<file path="src/rtl/hd44780_lcd_writer.sv">
// HD44780 byte writer: accepts an RS+byte request, pulses E once (8-bit or nybble-only) or twice (4-bit), then waits out the execution time.
// Busy for N*TICKS_TCYCE + exec wait after accept; ACK_O on the first IDLE cycle; STB_I while busy is dropped, not queued.
module hd44780_lcd_writer #(
    parameter int BUS_WIDTH     = 4,
    parameter int TICKS_TAS     = 3,
    parameter int TICKS_PWEH    = 22,
    parameter int TICKS_TCYCE   = 48,
    parameter int TICKS_EXEC    = 2544,
    parameter int TICKS_CLRHOME = 76800,
    parameter int COUNT_BITS    = 23
) (
    input  logic                 CLK_I,
    input  logic                 RST_I,
    input  logic                 STB_I,
    input  logic                 i_rs,
    input  logic [7:0]           i_data,
    input  logic                 i_nybble_only,
    output logic                 o_busy,
    output logic                 ACK_O,
    output logic                 o_rs,
    output logic                 o_e,
    output logic [BUS_WIDTH-1:0] o_lcd_data
);

    localparam logic [2:0] ST_IDLE  = 3'd0;
    localparam logic [2:0] ST_SETUP = 3'd1;
    localparam logic [2:0] ST_EHIGH = 3'd2;
    localparam logic [2:0] ST_EHOLD = 3'd3;
    localparam logic [2:0] ST_EXEC  = 3'd4;

    localparam bit IS_BUS4 = (BUS_WIDTH != 8);

    localparam logic [COUNT_BITS-1:0] LD_TAS  = COUNT_BITS'(TICKS_TAS - 1);
    localparam logic [COUNT_BITS-1:0] LD_PWEH = COUNT_BITS'(TICKS_PWEH - 1);
    localparam logic [COUNT_BITS-1:0] LD_HOLD = COUNT_BITS'(TICKS_TCYCE - TICKS_TAS - TICKS_PWEH - 1);
    localparam logic [COUNT_BITS-1:0] LD_EXEC = COUNT_BITS'(TICKS_EXEC - 1);
    localparam logic [COUNT_BITS-1:0] LD_CLRH = COUNT_BITS'(TICKS_CLRHOME - 1);

    logic [2:0]            state;
    logic [COUNT_BITS-1:0] cnt;
    logic [7:0]            data_q;
    logic                  rs_q;
    logic                  nyb_q;
    logic                  second_pending;
    logic                  clrhome;
    logic                  cnt_done;
    logic [BUS_WIDTH-1:0]  first_unit;
    logic [BUS_WIDTH-1:0]  second_unit;

    generate
        if (BUS_WIDTH == 8) begin : g_bus8
            assign first_unit  = i_data;
            assign second_unit = data_q;
        end else begin : g_bus4
            assign first_unit  = i_data[7:4];
            assign second_unit = data_q[3:0];
        end
    endgenerate

    // Clear (0x01) and home (0x02/0x03) need the long wait; nybble-only init writes never do.
    assign clrhome  = !rs_q && !nyb_q && (data_q[7:2] == 6'd0) && (data_q != 8'd0);
    assign cnt_done = (cnt == '0);

    assign o_busy = (state != ST_IDLE);
    assign o_e    = (state == ST_EHIGH);

    always_ff @(posedge CLK_I or negedge RST_I) begin
        if (!RST_I) begin
            state          <= ST_IDLE;
            cnt            <= '0;
            data_q         <= 8'd0;
            rs_q           <= 1'b0;
            nyb_q          <= 1'b0;
            second_pending <= 1'b0;
            ACK_O          <= 1'b0;
            o_rs           <= 1'b0;
            o_lcd_data     <= '0;
        end else begin
            ACK_O <= 1'b0;
            case (state)
                ST_IDLE: begin
                    if (STB_I) begin
                        state          <= ST_SETUP;
                        cnt            <= LD_TAS;
                        data_q         <= i_data;
                        rs_q           <= i_rs;
                        nyb_q          <= IS_BUS4 && i_nybble_only;
                        second_pending <= IS_BUS4 && !i_nybble_only;
                        o_rs           <= i_rs;
                        o_lcd_data     <= first_unit;
                    end
                end
                ST_SETUP: begin
                    if (cnt_done) begin
                        state <= ST_EHIGH;
                        cnt   <= LD_PWEH;
                    end else begin
                        cnt <= cnt - COUNT_BITS'(1);
                    end
                end
                ST_EHIGH: begin
                    if (cnt_done) begin
                        state <= ST_EHOLD;
                        cnt   <= LD_HOLD;
                    end else begin
                        cnt <= cnt - COUNT_BITS'(1);
                    end
                end
                ST_EHOLD: begin
                    if (cnt_done) begin
                        if (second_pending) begin
                            second_pending <= 1'b0;
                            o_lcd_data     <= second_unit;
                            state          <= ST_SETUP;
                            cnt            <= LD_TAS;
                        end else begin
                            state <= ST_EXEC;
                            cnt   <= clrhome ? LD_CLRH : LD_EXEC;
                        end
                    end else begin
                        cnt <= cnt - COUNT_BITS'(1);
                    end
                end
                ST_EXEC: begin
                    if (cnt_done) begin
                        state <= ST_IDLE;
                        ACK_O <= 1'b1;
                    end else begin
                        cnt <= cnt - COUNT_BITS'(1);
                    end
                end
                default: begin
                    state <= ST_IDLE;
                    cnt   <= '0;
                end
            endcase
        end
    end

endmodule

</file>
<file path="config.mk">
export PLATFORM = sky130hd
export DESIGN_NAME = hd44780_lcd_writer
export DESIGN_NICKNAME = d
export VERILOG_FILES = /design/src/rtl/hd44780_lcd_writer.sv
export SDC_FILE = /design/constraint.sdc
export NUM_CORES = 1
export LEC_CHECK = 0
export CAP_MARGIN = 5
export CORE_MARGIN = 5
export CORE_UTILIZATION = 31
export CTS_BUF_LIST = sky130_fd_sc_hd__clkbuf_8
export CTS_CLUSTER_SIZE = 40
export DETAILED_ROUTE_END_ITERATION = 12
export DONT_BUFFER_PORTS = 1
export GPL_TIMING_DRIVEN = 0
export PLACE_DENSITY_LB_ADDON = 0.2
export SYNTH_ARGS = -nofsm -noshare
export SYNTH_HDL_FRONTEND = slang
export SYNTH_SLANG_ARGS = --single-unit
</file>
<file path="constraint.sdc">
create_clock -name CLK_I -period 2.7 [get_ports CLK_I]
set_input_delay 0.27 -clock CLK_I [delete_from_list [all_inputs] [get_ports CLK_I]]
set_output_delay 0.27 -clock CLK_I [all_outputs]
set_load 0.01 [all_outputs]
</file>
==> summary.txt <==
Status
  – Status: finished clean

Drt
  – Vias: 2018
  – Number of vias per cell: 5.188
  – Routed wire length per instance: 16.44 µm
  – DRC violation count after routing: 0
  – DRC marker count from the first detailed-route iteration: 77
  – Detailed-routing iteration count for the pre-antenna-repair pass: 4
  – Post-DRT Antenna Nets: 0
  – Overall routed net length: 6394 µm

Global route
  – Antenna violations before repair: 0
  – Global-route wire length before repair: 10710 µm
  – Vias in the first global route: 2051
  – All-Layer GR Usage: 13.51%
  – Overflow after GRT: 0
  – Pin count of the biggest net entering global routing: 43

Worst setup path
  – Data arrival, critical path: 2720 ps
  – Max stage delay cell, worst path: sky130_fd_sc_hd__or4b_4
  – Endpoint of the worst setup timing path: cnt[12]$_DFFE_PN0P_
  – Worst reg2reg path startpoint: cnt[0]$_DFFE_PN0P_
  – Reg2Reg Capture Point: cnt[12]$_DFFE_PN0P_
  – Type of the worst setup path: reg2reg
  – Worst path cell trace: inv_2 -> ha_1 -> or4b_4 -> nand3b_4 -> or2_1 -> buf_6 -> buf_4 -> a22oi_4 -> buf_12 -> nor2_1
  – Required time of the critical path: 2890 ps
  – Worst reg2reg path depth: 10
  – Worst Path Max Fanout: 10
  – Peak per-stage delay on the critical path: 510 ps
  – Critical Path Start: cnt[0]$_DFFE_PN0P_
  – Register-to-register setup slack: 170 ps
  – Startpoint kind of the worst setup timing path: flop
  – Element type at the critical path end: flop

Placement
  – Setup Slack @ Placement: -15.10 ps
  – Placer's final routability congestion estimate: 0.7928
  – Final HPWL DP: 4557 µm
  – Instance count after placement with tap cells included: 378
  – Number of buffers added on ports: 0

Synthesis
  – Syn Area/Cell: 8.944 µm²
  – FF+latch count, synth: 42
  – Syn nets: 291
  – Distinct cells, synth: 54
  – Main area contributors after synthesis: sky130_fd_sc_hd__dfrtp_1 (43%), sky130_fd_sc_hd__nand2_1 (7.6%), sky130_fd_sc_hd__nor2_1 (4.4%), sky130_fd_sc_hd__mux2_2 (3.6%), sky130_fd_sc_hd__xor2_1 (2.8%)
  – Part of the Yosys area used for sequential elements: 42.57%
  – Post-synth design cell area: 0.002469 mm²
  – Post-synth top cells: sky130_fd_sc_hd__nand2_1 (50), sky130_fd_sc_hd__dfrtp_1 (42), sky130_fd_sc_hd__nor2_1 (29)
  – Most common flop cell mapped by yosys: sky130_fd_sc_hd__dfrtp_1
  – Most common cell in the netlist: sky130_fd_sc_hd__nand2_1
  – Fraction of post-synthesis cell area in the top cell type by area: 42.57%
  – Number of cells produced by synthesis: 276
  – Synth async-reset ratio: 100.0%
  – Most area-hungry cell type in the Yosys netlist: sky130_fd_sc_hd__dfrtp_1
  – Number of enable-type register cells in the synthesized netlist: 0
  – Yosys warnings: 0

Floorplan
  – Vertical die dimension: 99.24 µm
  – Core Area: 0.007727 mm²
  – Chip Width: 99.24 µm
  – Area of the die: 0.009848 mm²
  – Number of cell rows: 32
  – I/O pin cnt: 21
  – Initial Util: 31.95%

Pwr
  – Pwr per Cell Area: 402.2 mW/mm²
  – Max rail drop VDD: 0.1643 mV
  – Leakage component of the power: 0.001215 µW

Clock tree
  – Number of buffers on the longest clock path: 2
  – Number of H-tree branching levels: 2
  – Cell at the root of the clock tree: sky130_fd_sc_hd__clkbuf_8
  – CTS tree: done
  – Worst skew pair latency: 310 ps
  – Total clock buffers created by CTS: 5
  – Clock transition time at the flip-flop clock pins of the worst setup and hold paths: 100 ps
  – Count of clock tree sinks: 42

STA
  – Worst clock skew on the final layout: 13.25 ps
  – Smallest setup slack after layout: 170.7 ps
  – Final hold violation count: 0
  – Actual transition at the worst max-transition pin: 656.7 ps
  – Number of pins exceeding their max-slew limit in the final report: 0
  – Shortest clock period the worst path allows after layout: 2529 ps
  – Slew margin rel.: 56.06%
  – Unrepaired setup endpoints after global routing: false
  – F_max: 0.3954 GHz
  – Post-route clock period utilization: 93.68%
  – Minimum hold slack: 56.61 ps
  – Final setup fails: 0

Final layout
  – Share of layout cells above drive strength 1: 14.29%
  – Number of cells in the finished layout apart from fillers: 389
  – Diodes inserted: 0
  – Area growth from synthesis to final layout: 11.51%
  – Filler instances: 843
  – Number of nets in the finished design: 301

Flow run
  – Max Cap Violations: 0

Worst hold path
  – Worst hold path class: in2reg
-- logic make-up (layout without fill, tap and decap cells) --
group | after synthesis | after routing | synth area share [%]
compound gates | 51 | 51 | 15.00
xor+xnor | 14 | 14 | 4.967
fa+ha+maj | 2 | 2 | 1.014
buf+inv | 16 | 27 | 3.142
flops | 42 | 42 | 42.57
mux | 8 | 8 | 3.649
simple gates | 143 | 143 | 29.65
-- placed cells by master, fill, tap and decap left out, types with 3 or more instances in the layout --
cell type	instances
sky130_fd_sc_hd__nand4_1	3
sky130_fd_sc_hd__a21o_1	5
sky130_fd_sc_hd__nor3_1	10
sky130_fd_sc_hd__nor4_1	10
sky130_fd_sc_hd__nand3_1	8
sky130_fd_sc_hd__xor2_1	8
sky130_fd_sc_hd__or3_1	3
sky130_fd_sc_hd__xnor2_1	6
sky130_fd_sc_hd__inv_1	4
sky130_fd_sc_hd__a31oi_1	6
sky130_fd_sc_hd__nor2_1	28
sky130_fd_sc_hd__dfrtp_1	42
sky130_fd_sc_hd__mux2_2	8
sky130_fd_sc_hd__clkbuf_1	6
sky130_fd_sc_hd__nand2_1	50
sky130_fd_sc_hd__or2_2	3
sky130_fd_sc_hd__o31ai_1	3
sky130_fd_sc_hd__clkbuf_8	5
sky130_fd_sc_hd__nand2b_1	3
sky130_fd_sc_hd__or4_1	5
sky130_fd_sc_hd__a21oi_1	6
sky130_fd_sc_hd__nor2b_1	4
sky130_fd_sc_hd__o21ai_0	9
sky130_fd_sc_hd__and2_1	3
-- layout make-up --
cell class | instances | area, µm² | area share (%)
clock inverter | 3 | 21.27 | 0.7727
sequential | 42 | 1051 | 38.18
multi-input combinational | 218 | 1349 | 49.00
timing repair buffer | 3 | 57.56 | 2.091
tap | 102 | 127.6 | 4.636
clock buffer | 5 | 68.82 | 2.500
inverter | 5 | 18.77 | 0.6818
buffer | 11 | 58.81 | 2.136
-- power breakdown --
| part | internal [µW] | switching (µW) |
|---|---|---|
| Sequential | 633 | 7.57 |
| Combinational | 17.1 | 24.1 |
| Clock | 182 | 243 |
| Total | 832 | 275 |
-- worst max-delay path, delay by kind of cell, from the launching register on --
family | cells | cell delay (ps)
buf+inv | 4 | 590
simple gates | 4 | 1020
compound gates | 1 | 160
flops | 1 | 460
fa+ha+maj | 1 | 180
-- through the flow --
step	area (µm²)	total power, µW	utilization (%)	TNS, ps
final	2753	1107	35.62	0
after global routing	2753	1154	35.62	0
after CTS	2733	1122	35.36	0
after detailed placement	2596	675.7	33.60	-15.10
after global placement	2596	675.2	33.60	0
after floorplan	2469	670.9	-	0
-- state kept, by name, summed over array words and instances, names as in the netlist --
signal,count
o_lcd_data,4
cnt,23
rs_q,1
state,3
nyb_q,1
data_q,8
second_pending,1
ACK_O,1
-- routing by layer --
metal  global-route usage (%)  vias to the layer above  part of all wire, %
met5                        0                        -                    0
met4                    4.517                        0                 0.95
met3                    3.156                        5                  4.3
met2                    20.40                       31                   45
met1                    18.98                      972                   50
li1                         -                     1010                    -
-- worst min-delay path by stage --
stage,from,end,slack [ps],cells after the start
floorplan,RST_I,ACK_O$_DFF_PN0_,-30,0
global placement,RST_I,cnt[15]$_DFFE_PN0P_,-20,0
detailed placement,RST_I,cnt[14]$_DFFE_PN0P_,-20,0
CTS,i_nybble_only,second_pending$_DFFE_PN0P_,50,1
finish,i_nybble_only,second_pending$_DFFE_PN0P_,60,1
global route,i_nybble_only,second_pending$_DFFE_PN0P_,40,1
-- what timing repair did --
item                                    4_1_cts  5_1_grt
gates resized for setup                       2        2
hold buffers                                  2        0
endpoints found under the hold margin        42        0
endpoints found under the setup margin        4       12
buffers inserted                              0        1
pin swaps                                     0        1
Note: power is estimated with default switching activity, not from simulation.
